### src/rtl/bxu_io_fifo.sv
// Buffered ready/done byte channel from the UART receiver to the BXU input port.
// Handshake inputs are resynchronized; storage, pointers and both FSMs run on clk.
module bxu_io_fifo #(
    parameter int DATA_BITWIDTH = 8,
    parameter int DEPTH         = 16,
    parameter int SYNC_STAGES   = 2
) (
    input  logic                       clk,
    input  logic                       rst,
    input  logic [DATA_BITWIDTH-1:0]   up_data,
    input  logic                       up_ready,
    output logic                       up_done,
    output logic [DATA_BITWIDTH-1:0]   dn_data,
    output logic                       dn_ready,
    input  logic                       dn_done,
    output logic [$clog2(DEPTH):0]     count
);

    localparam int AW = $clog2(DEPTH);
    localparam int CW = AW + 1;

    typedef enum logic {U_IDLE, U_ACK} up_state_t;
    typedef enum logic [1:0] {D_IDLE, D_OFFER, D_WAIT} dn_state_t;

    up_state_t                           up_state_q, up_state_d;
    dn_state_t                           dn_state_q, dn_state_d;
    logic [SYNC_STAGES-1:0]              ready_sync_q, ready_sync_d;
    logic [SYNC_STAGES-1:0]              done_sync_q, done_sync_d;
    logic [AW-1:0]                       wr_ptr_q, wr_ptr_d;
    logic [AW-1:0]                       rd_ptr_q, rd_ptr_d;
    logic [CW-1:0]                       count_q, count_d;
    logic                                up_done_q, up_done_d;
    logic                                dn_ready_q, dn_ready_d;
    logic [DATA_BITWIDTH-1:0]            dn_data_q, dn_data_d;
    logic [DEPTH-1:0][DATA_BITWIDTH-1:0] mem_q;

    logic ready_s, done_s, full, empty, wr_en, pop;

    assign ready_s = ready_sync_q[SYNC_STAGES-1];
    assign done_s  = done_sync_q[SYNC_STAGES-1];
    // Full/empty use the pre-edge count, so a pop does not admit a write in the same cycle.
    assign full    = (count_q == CW'(DEPTH));
    assign empty   = (count_q == '0);

    always_comb begin
        ready_sync_d = {ready_sync_q[SYNC_STAGES-2:0], up_ready};
        done_sync_d  = {done_sync_q[SYNC_STAGES-2:0], dn_done};
    end

    always_comb begin
        up_state_d = up_state_q;
        up_done_d  = up_done_q;
        wr_ptr_d   = wr_ptr_q;
        wr_en      = 1'b0;
        case (up_state_q)
            U_IDLE: if (ready_s && !full) begin
                wr_en      = 1'b1;
                wr_ptr_d   = wr_ptr_q + AW'(1);
                up_done_d  = 1'b1;
                up_state_d = U_ACK;
            end
            U_ACK: if (!ready_s) begin
                up_done_d  = 1'b0;
                up_state_d = U_IDLE;
            end
            default: up_state_d = U_IDLE;
        endcase
    end

    always_comb begin
        dn_state_d = dn_state_q;
        dn_ready_d = dn_ready_q;
        dn_data_d  = dn_data_q;
        rd_ptr_d   = rd_ptr_q;
        pop        = 1'b0;
        case (dn_state_q)
            D_IDLE: if (!empty) begin
                dn_data_d  = mem_q[rd_ptr_q];
                dn_ready_d = 1'b1;
                dn_state_d = D_OFFER;
            end
            D_OFFER: if (done_s) begin
                pop        = 1'b1;
                rd_ptr_d   = rd_ptr_q + AW'(1);
                dn_ready_d = 1'b0;
                dn_state_d = D_WAIT;
            end
            D_WAIT: if (!done_s) dn_state_d = D_IDLE;
            default: dn_state_d = D_IDLE;
        endcase
    end

    always_comb begin
        count_d = count_q;
        case ({wr_en, pop})
            2'b10:   count_d = count_q + CW'(1);
            2'b01:   count_d = count_q - CW'(1);
            default: count_d = count_q;
        endcase
    end

    always_ff @(posedge clk or posedge rst) begin
        if (rst) begin
            up_state_q   <= U_IDLE;
            dn_state_q   <= D_IDLE;
            ready_sync_q <= '0;
            done_sync_q  <= '0;
            wr_ptr_q     <= '0;
            rd_ptr_q     <= '0;
            count_q      <= '0;
            up_done_q    <= 1'b0;
            dn_ready_q   <= 1'b0;
            dn_data_q    <= '0;
        end else begin
            up_state_q   <= up_state_d;
            dn_state_q   <= dn_state_d;
            ready_sync_q <= ready_sync_d;
            done_sync_q  <= done_sync_d;
            wr_ptr_q     <= wr_ptr_d;
            rd_ptr_q     <= rd_ptr_d;
            count_q      <= count_d;
            up_done_q    <= up_done_d;
            dn_ready_q   <= dn_ready_d;
            dn_data_q    <= dn_data_d;
        end
    end

    // Contents need no reset: a cleared count makes every entry stale.
    always_ff @(posedge clk) begin
        if (wr_en) mem_q[wr_ptr_q] <= up_data;
    end

    assign up_done  = up_done_q;
    assign dn_ready = dn_ready_q;
    assign dn_data  = dn_data_q;
    assign count    = count_q;

endmodule

### config.mk
export PLATFORM = sky130hd
export DESIGN_NAME = bxu_io_fifo
export DESIGN_NICKNAME = d
export VERILOG_FILES = /design/src/rtl/bxu_io_fifo.sv
export SDC_FILE = /design/constraint.sdc
export NUM_CORES = 1
export LEC_CHECK = 0
export ABC_AREA = 1
export BUFFER_PORTS_ARGS = -buffer_cell sky130_fd_sc_hd__buf_4
export CORE_MARGIN = 10
export CORE_UTILIZATION = 30
export CTS_CLUSTER_DIAMETER = 150
export DETAILED_ROUTE_END_ITERATION = 10
export PLACE_DENSITY_LB_ADDON = 0.05
export SYNTH_ARGS = -nofsm -noshare
export SYNTH_HDL_FRONTEND = slang
export SYNTH_SLANG_ARGS = --single-unit
export TNS_END_PERCENT = 50
### constraint.sdc
create_clock -name clk -period 2.01 [get_ports clk]
set_input_delay 0.1005 -clock clk [delete_from_list [all_inputs] [get_ports clk]]
set_output_delay 0.1005 -clock clk [all_outputs]
set_load 0.02 [all_outputs]
Word-level counts from Yosys, hierarchy flattened

Index checks and enable logic that the tools add are counted.

Register bits after elaboration: 158
Logic and storage cells: 80

Add/sub/neg operators: 4
Magnitude comparators: 3
Muxes and demuxes: 22
Equality and inequality tests: 10
Bitwise operators: 2
Reductions and logical operators: 13

Operator list:

| kind                | number |
|---|---|
| $bwmux 128          | 1 |
| $bmux 8 s4          | 1 |
| $demux 8 s4         | 1 |
| $mux 8              | 2 |
| $lt 4x5->1 const B  | 2 |
| $ne 2x2->1 const B  | 5 |
| $pmux 5 s2          | 1 |
| $mux 1              | 9 |
| $add 4x1->4 const B | 2 |
| $reduce_and 2->1    | 4 |
| $mux 2              | 3 |
| $pmux 1 s2          | 3 |
| $pmux 2 s3          | 1 |
| $reduce_and 3->1    | 2 |
| $add 5x1->5 const B | 1 |
| $eq 5x5->1 const B  | 1 |
| $logic_not 5->1     | 1 |
| $sub 5x1->5 const B | 1 |
| $eq 2x1->1 const B  | 2 |
| $eq 2x2->1 const B  | 2 |
| $ge 4x1->1 const B  | 1 |
| $reduce_bool 2->1   | 2 |
| $logic_and 1x1->1   | 2 |
| $logic_not 2->1     | 1 |
| 2 further kinds     | 3 |

Depth between registers and ports, before layout

Gate-level depths: netlist (run 1).

Word-level depth: 7
Mapped depth: 14

Worst setup path before layout (run 1)

OpenSTA, ideal clock, no wires.

Kind: reg2reg
Start: register count_q[2] (netlist: count[2])
End: register count_q[4] (netlist: count[4])
Stages on the path, launching flop included: 15
Setup slack: -0.311 ns
Arrival: 2.256 ns
Cells stage by stage: dfrtp_1 > nor4_2 > nand2_1 > nand2_2 > buf_4 > ha_1 > xor2_1 > ha_1 > inv_1 > nand2_1 > nand3_1 > nand2_1 > xor2_1 > nand2_1 > nand2_1

Cells in the longest elaborated chain, start to end: 7
Elaborated cells on any way between the ends: 11
Those cells by class: add/sub (2); eq/ne (3); mux (3); reduce/logical (3)

Ends and longest elaborated chain:

| element                                                | line | text |
|---|---|---|
| from (decl)                                            | 31   | `logic [CW-1:0] count_q, count_d;` |
| from (signal assigned)                                 | 121  | `count_q <= count_d;` |
| $eq 5x5->1                                             | 42   | `assign full = (count_q == CW'(DEPTH));` |
| $logic_not 1->1                                        | 56   | `U_IDLE: if (ready_s && !full) begin` |
| $logic_and 1x1->1                                      | 56   |  |
| $mux 1                                                 | 56   |  |
| $mux 1                                                 | 55   | `case (up_state_q)` |
| $eq 2x1->1 / $eq 2x2->1 (equally long branches)        | 95   | `case ({wr_en, pop})` |
| $pmux 5 s2 / $reduce_bool 2->1 (equally long branches) | -    |  |

Several ways; a longest one is shown, not always the timed one.
A chain may end at the register's enable or synchronous reset.

Final worst setup path (run 1)

Start: register count_q[2] (netlist: count[2])
End: register count_q[2] (netlist: count[2])

Same word-level chain as after synthesis.

==> metrics.txt, run 1 <==
outcome=finished with violations; failing checks=setup timing; Seq pwr share=0.350; main combinational cell family by area after synthesis=simple AND/OR/NAND/NOR gates; top-count cell post-synth=nand2_1; clock network power share=0.255; P_sw=between 4 and 5 mW; first-pass GRT wire length=28.2 mm; Arr. time, crit path=2.37 ns; worst r2r dst=count[2]; layout cells sized above 1=0.160; Fin. Hold Viols=0; cells after synthesis=around 700; XOR/XNOR Fraction of Synth Area=0.0125; simple logic cell fraction of the synthesized area=0.216; die extent in x=between 150 and 200 um; core area=between 20000 and 25000 um2; clk slew on worst S/H paths=approximately 0.070 ns; GPL Wtd Cong=approximately 0.8; H-tree levels=4; CP max-delay cell=dfrtp_2; Congestion Overflow GR=0; Area contributors post-synth=edfxtp_1 (55%), nand2_1 (13%), dfrtp_1 (11%), nand3_1 (7.3%), inv_1 (6.5%); Avg WL per Cell=about 16 um; Clock Latency Late Sink=0.43 ns; Mean Syn Cell Area=between 10 and 15 um2; LEAKAGE=about 3.8 nW; Synth Area in Adders=0.0161; Slew Limit Headroom=0.568; HP Start=up_data[0]; Yosys cell types=24; crit-path cells=nor4_4, nand2_1, nand2_4, ha_4, xor2_2, ha_2, inv_2, nand2_2, buf_4, buf_6, xnor2_2, o21ai_1; top cell type's share of synthesized area=0.550; CP peak stage delay=0.42 ns; DR vias=4678; crit-path leading delay family=simple AND/OR/NAND/NOR gates; Via density=approximately 4.3; depth of the most critical reg-to-reg path=12; top cell type by total area after synthesis=edfxtp_1; worst setup margin=-0.0464 ns; R2R Path Start=count[2]; CP Class=reg2reg; Die H=173 um; total internal power=7.41 mW; setup violators final=3; Worst VDD drop=0.572 mV; PortBufs=26; Place WS=-0.172 ns; period utilization=1.02; Worst Hold End=mem_q[48]; Worst setup SP type=flop; Initial Util=0.307; Synth Register Bits=roughly 160; final core occ=0.374; Post-DRT Antenna Nets=0; Max Cap Viol=0; Post-synth top cells=nand2_1 (234), edfxtp_1 (128), inv_1 (121), nand3_1 (102), dfrtp_1 (30); CTS tree=done; post-route minimum period=slightly above 2 ns; power per cell area=1400 nW/um2; Root Buffer=clkbuf_16; detailed-route DRC error count=0; Fmax=slightly below 500 MHz; EDFF count, synth=around 130; drt pass-1 iters=4; count of standard-cell rows=55; Syn Std Cell Area=approximately 7000 um2; RSZ-0062 raised after global routing=yes; peak fanout along the critical path=3; Hold Path Class=in2reg; sw frac=0.377; Buf/Inv on CP=3; Worst Tran Pin Value=~0.64 ns; Antenna Cells=0; maximum clock path buffer count=2; Post-Syn Nets=approximately 720; Top FF cell, synth=edfxtp_1; count of yosys warnings during synthesis=0; area occupied by multi-input gates=1840 um2; Worst Path Required=2.32 ns; vias in the first global route=around 4700; initial antenna violation count=0; Filler cells=between 2000 and 2500; die area=between 20000 and 30000 um2; detailed placement HPWL=around 12 mm; CTS buffer count=17; GRT Total Usage=0.123; max-slew violations=0; clk_skew=0.0216 ns; Worst Setup End Kind=flop; Boundary Pins=27; Comb pwr share=0.395; largest net degree at the start of global routing=42; fraction of registers with async set/reset=0.190; Hold Path Cell Cnt=1; Syn-to-layout area delta=21.8%; initial DRC count=280; sequential cell area=about 4600 um2; nets=790; total power=around 12 mW; R2R setup slack=-0.05 ns; compound-gate portion of the synthesized area=0.00644; Routed WL=roughly 18 mm; multiplexer area fraction after synthesis=0; clock sink count=158; sequential fraction of the synthesis area=0.657
==> stage by stage <==
stage	hold WS [ns]	instances	area (um2)	setup TNS [ns]
6_report	0.0326	1095	8520	-0.0981
3_5_place_dp	0.211	1053	7810	-2.72
2_1_floorplan	0.132	697	7010	-0.191
3_3_place_gp	0.211	1053	7810	-0.853
4_1_cts	0.0422	1091	8480	-0.195
5_1_grt	0.0405	1095	8520	-0.585
==> how the worst max path moves through the flow <==
stage	from	endpoint	slack (ns)	depth (start not counted)
CTS	count[0]	count[4]	-0.1	13
floorplan	count[0]	count[4]	-0.16	14
detailed placement	ready_sync_q[1]	mem_q[36]	-0.17	5
finish	count[2]	count[2]	-0.05	12
global route	count[2]	count[4]	-0.21	13
global placement	up_state_q	mem_q[36]	-0.08	4
==> timing repair <==
| item | in CTS | in global routing |
|---|---|---|
| hold buffers | 3 | 0 |
| buffers inserted | 3 | 4 |
| resized for setup | 13 | 4 |
| pin swaps | 3 | 8 |
| hold endpoints to repair | 32 | 0 |
| endpoints found under the setup margin | 43 | 3 |
==> per-layer routing <==
metal / track usage / up-vias / part of all wire
met2: 0.194 / 57 / 0.48
met4: 0.0399 / 0 / 0.011
met3: 0.0264 / 11 / 0.034
met1: 0.165 / 2240 / 0.47
li1: - / 2370 / -
met5: 0 / - / 0
==> kinds of logic (layout without fill, tap and decap cells) <==
group,after synthesis,count (layout)
and+or+nand+nor,359,359
DFF,158,158
buffers and inverters,153,238
xor gates and xnor gates,10,10
adders and majority gates,9,9
AOI/OAI and AO/OA,8,8
==> area by class of cell <==
class,count,share of cell area
flip-flops and latches,158,0.540
multi-input cells,386,0.216
repair buffers,82,0.0794
clock buffers,24,0.0592
inverters,124,0.0546
well taps,313,0.0460
clock inverters,8,0.00573
==> sequential cells by signal (all words and copies together) (netlist names) <==
signal / count
dn_state_q: 2
ready_sync_q: 2
up_state_q: 1
dn_data: 8
done_sync_q: 2
dn_ready: 1
count: 5
up_done: 1
rd_ptr_q: 4
wr_ptr_q: 4
mem_q: 128
==> placed cells by master, fill, tap and decap left out, types with 4 or more instances in the layout <==
cell type	n
xor2_1	6
inv_4	4
buf_12	4
ha_1	7
clkbuf_16	19
nor2_1	4
edfxtp_1	128
dfrtp_1	27
clkbuf_1	4
nor3_2	4
nor3_1	11
nand3_1	101
nand2_1	233
inv_1	120
buf_4	74
==> power groups by stage <==
| stage | combinational [mW] | clock [mW] | sequential, mW |
|---|---|---|---|
| 2_1_floorplan | 2.62 | 0 | 4.39 |
| 3_3_place_gp | 4.55 | 0 | 4.21 |
| 3_5_place_dp | 4.56 | 0 | 4.22 |
| 4_1_cts | 4.72 | 3.12 | 4.17 |
| 5_1_grt | 5.30 | 3.25 | 4.21 |
| 6_report | 4.69 | 3.03 | 4.17 |
No activity file was read; power rests on OpenSTA's default activity.
==> inputs of run 2 (changes only) <==
--- a/config.mk
+++ b/config.mk
@@ -5,10 +5,10 @@
 export SDC_FILE = /design/constraint.sdc
 export NUM_CORES = 1
 export LEC_CHECK = 0
-export ABC_AREA = 1
+export ABC_AREA = 0
 export BUFFER_PORTS_ARGS = -buffer_cell sky130_fd_sc_hd__buf_4
 export CORE_MARGIN = 10
-export CORE_UTILIZATION = 30
+export CORE_UTILIZATION = 45
 export CTS_CLUSTER_DIAMETER = 150
 export DETAILED_ROUTE_END_ITERATION = 10
 export PLACE_DENSITY_LB_ADDON = 0.05
==> run 2 against run 1 <==
Effect of this change: the run still ends with setup timing left; area after synthesis down 8.4%; clock power up 5%; maximum frequency down 3.9%; wire length down 28%; sequential cell count unchanged; cell count down 45%; register-to-register slack worse by 0.08 ns; design area down 6.1%; count of clock-buffer cells in the layout up 1; worst setup slack worse by 0.084 ns; synthesized cell count down 51%; critical endpoint is now count[4].
==> metrics.txt, run 2 <==
outcome=finished with violations (unchanged); failing checks=setup timing (unchanged); R2R Path Start=count[1] (was count[2]); Max Cap Viol=0 (unchanged); Fin. Hold Viols=0 (unchanged); sw frac=0.310 (was 0.377); CTS tree=done (unchanged); GRT Total Usage=0.136 (was 0.123); LEAKAGE=2.86 nW (was 3.80 nW); power per cell area=1430 nW/um2 (was 1400 nW/um2); commonest cells after routing, fill and taps aside=edfxtp_1 (128), buf_4 (56), dfrtp_1 (25) (was nand2_1 (233), edfxtp_1 (128), inv_1 (120)); CP dominant cell by count=xor2_1; peak fanout along the critical path=3 (unchanged); nets=434 (was 790); total internal power=7.88 mW (was 7.41 mW); Slew Limit Headroom=0.611 (was 0.568); top-count cell post-synth=edfxtp_1 (was nand2_1); grt met1 use=0.176 (was 0.165); drt pass-1 iters=4 (unchanged); crit-path cells=nor4_4, a211oi_4, inv_2, ha_4, xor2_1, ha_2, o211a_1, o31ai_2, a31oi_1, xor2_1 (was nor4_4, nand2_1, nand2_4, ha_4, xor2_2, ha_2, inv_2, nand2_2, buf_4, buf_6, xnor2_2, o21ai_1); Place WS=-0.252 ns (was -0.172 ns); Mean Syn Cell Area=18.8 um2 (was 10.0 um2); Die H=139 um (was 173 um); Buf/Inv on CP=1 (was 3); Placed Cells incl. Taps=559 (was 1053); detailed placement HPWL=8.22 mm (was 11.7 mm); PortBufs=26 (unchanged); DR vias=3219 (was 4678); Root Buffer=clkbuf_16 (unchanged); Yosys cell types=39 (was 24); Critical Path Stages=10 (was 12); core area=13900 um2 (was 22800 um2); Fmax=467 MHz (was 486 MHz); clock network power share=0.278 (was 0.255); initial antenna violation count=0 (unchanged); Top FF cell, synth=edfxtp_1 (unchanged); top cell type's share of synthesized area=0.600 (was 0.550); Clock Latency Late Sink=0.42 ns (was 0.43 ns); period utilization=1.06 (was 1.02); worst setup margin=-0.130 ns (was -0.0464 ns); initial DRC count=147 (was 280); largest net degree at the start of global routing=28 (was 42); setup violators final=3 (unchanged); Worst Setup End Kind=flop (unchanged); sequential fraction of the synthesis area=0.717 (was 0.657); crit-path leading delay family=compound AO/OA/AOI/OAI gates (was simple AND/OR/NAND/NOR gates); fin cells=606 (was 1095); Routed WL=13.0 mm (was 18.0 mm); Worst VDD drop=0.908 mV (was 0.572 mV); GPL Wtd Cong=0.759 (was 0.813); CP peak stage delay=0.42 ns (about the same); Syn Std Cell Area=6410 um2 (was 6990 um2); top cell type by total area after synthesis=edfxtp_1 (unchanged); detailed-route DRC error count=0 (unchanged); Worst Path Required=2.30 ns (was 2.32 ns); M2 GR Usage=0.217 (was 0.194); fraction of registers with async set/reset=0.190 (unchanged); layout cells sized above 1=0.380 (was 0.160); Post-synth top cells=edfxtp_1 (128), dfrtp_1 (30), mux4_2 (22), nor2_1 (18) (was nand2_1 (234), edfxtp_1 (128), inv_1 (121), nand3_1 (102), dfrtp_1 (30)); CP startpoint=count[1] (was count[2]); Comb pwr share=0.348 (was 0.395); die area=19400 um2 (was 29800 um2); Congestion Overflow GR=0 (unchanged); Synth Register Bits=158 (unchanged); Boundary Pins=27 (unchanged); maximum clock path buffer count=2 (unchanged); depth of the most critical reg-to-reg path=10 (was 12); clk_skew=0.0107 ns (was 0.0216 ns); max reg flops=128 (unchanged); CTS buffer count=17 (unchanged); Avg WL per Cell=21.5 um (was 16.5 um); post-route minimum period=2.14 ns (was 2.06 ns); die extent in x=139 um (was 173 um); Via density=5.31 (was 4.27); grt met3 use=0.0391 (was 0.0264); clk slew on worst S/H paths=0.06 ns (was 0.07 ns); Arr. time, crit path=2.43 ns (was 2.37 ns); Post-DRT Antenna Nets=0 (unchanged); commonest non-fill, non-tap cell in the layout=edfxtp_1 (was nand2_1); EDFF count, synth=128 (unchanged); vias in the first global route=3274 (was 4699); RSZ-0062 raised after global routing=yes (unchanged); Reg with most FFs=mem_q (unchanged); Worst Tran Pin Value=0.582 ns (was 0.644 ns); Antenna Cells=0 (unchanged); count of standard-cell rows=43 (was 55); H-tree levels=4 (unchanged); cells after synthesis=341 (was 697); clock sink count=158 (unchanged); Seq pwr share=0.373 (was 0.350); max-slew violations=0 (unchanged); Syn-to-layout area delta=24.8% (was 21.8%); CP max-delay cell=dfrtp_2 (unchanged); Post-Syn Nets=362 (was 718); Area contributors post-synth=edfxtp_1 (60%), dfrtp_1 (12%), mux4_2 (7.7%), mux4_1 (4.1%), mux2i_1 (2.3%) (was edfxtp_1 (55%), nand2_1 (13%), dfrtp_1 (11%), nand3_1 (7.3%), inv_1 (6.5%)); CP Class=reg2reg (unchanged); count of yosys warnings during synthesis=0 (unchanged); HP Start=up_data[6] (was up_data[0]); P_sw=3.55 mW (was 4.48 mW); Worst setup SP type=flop (unchanged); Initial Util=0.460 (was 0.307); first-pass GRT wire length=19.8 mm (was 28.2 mm); Top Usage Layer GRT=met2 (unchanged); Hold Path Class=in2reg (unchanged); Hold Path Cell Cnt=1 (unchanged)
[run 2: cell count changes after synthesis, sizes merged, moves of 9 or more]
cell   change
o21ai      +9
nor3      -12
buf       -11
mux4      +32
nor2      +14
nand2    -220
mux2       +9
nand3    -102
mux2i     +15
inv      -114
[run 2: power by group through the flow]
| stage | combinational [mW] | sequential (mW) | clock, mW |
|---|---|---|---|
| 3_3_place_gp | 3.57 | 4.33 | 0 |
| 5_1_grt | 4.28 | 4.32 | 3.38 |
| 4_1_cts | 3.75 | 4.27 | 3.24 |
| 3_5_place_dp | 3.58 | 4.34 | 0 |
| 2_1_floorplan | 2.38 | 4.35 | 0 |
| 6_report | 3.98 | 4.27 | 3.18 |
[run 2: final timing paths]
check	end	slack, ns
hold / removal	mem_q[22]	0.009
min in group asynchronous	dn_data[7]	0.19
setup / recovery	count[4]	-0.13
setup reg to reg	count[4]	-0.13
max in group asynchronous	rd_ptr_q[0]	1.20
hold reg to reg	ready_sync_q[1]	0.35
[run 2: stage by stage]
| step | power [mW] | hold slack, ns | utilization | instance area (um2) | TNS [ns] |
|---|---|---|---|---|---|
| finish | 11.4 | 0.00940 | 0.574 | 8000 | -0.330 |
| global placement | 7.90 | 0.0682 | 0.504 | 7020 | -14.95 |
| floorplan | 6.73 | 0.132 | - | 6490 | -1.22 |
| global route | 12.0 | 0.0105 | 0.574 | 8000 | -2.04 |
| CTS | 11.3 | 0.00239 | 0.559 | 7790 | -3.38 |
| detailed placement | 7.92 | 0.0767 | 0.504 | 7020 | -16.28 |
[run 2: cell families after synthesis]
| kind of cell | after synthesis | share of synthesized area |
|---|---|---|
| adders and majority gates | 9 | 0.0176 |
| AOI/OAI and AO/OA | 29 | 0.0299 |
| DFF | 158 | 0.717 |
| xor gates and xnor gates | 12 | 0.0164 |
| muxes | 56 | 0.158 |
| buffers and inverters | 27 | 0.0250 |
| and+or+nand+nor | 50 | 0.0365 |
[run 2: final cells by class]
class,instances,area (um2)
fill,1074,5940
clock inverter,7,43.8
sequential,158,4600
clock buffer,25,561
inverter,8,30.0
timing repair buffer,72,643
multi-input combinational,156,1900
tap,180,225
[run 2: repair_timing]
action / CTS / global route
endpoints found under the setup margin: 134 / 123
hold buffers: 8 / 0
resized for setup: 23 / 24
buffers inserted: 1 / 6
endpoints found under the hold margin: 82 / 0
pin swaps: 3 / 10
[run 2: per-layer routing]
layer  part of all wire  wire (um)  vias to the layer above
li1                   -          -                     1493
met4             0.0091        118                        0
met3              0.035        454                       10
met2               0.49       6310                       45
met1               0.47       6130                     1671
met5                  0          0                        -
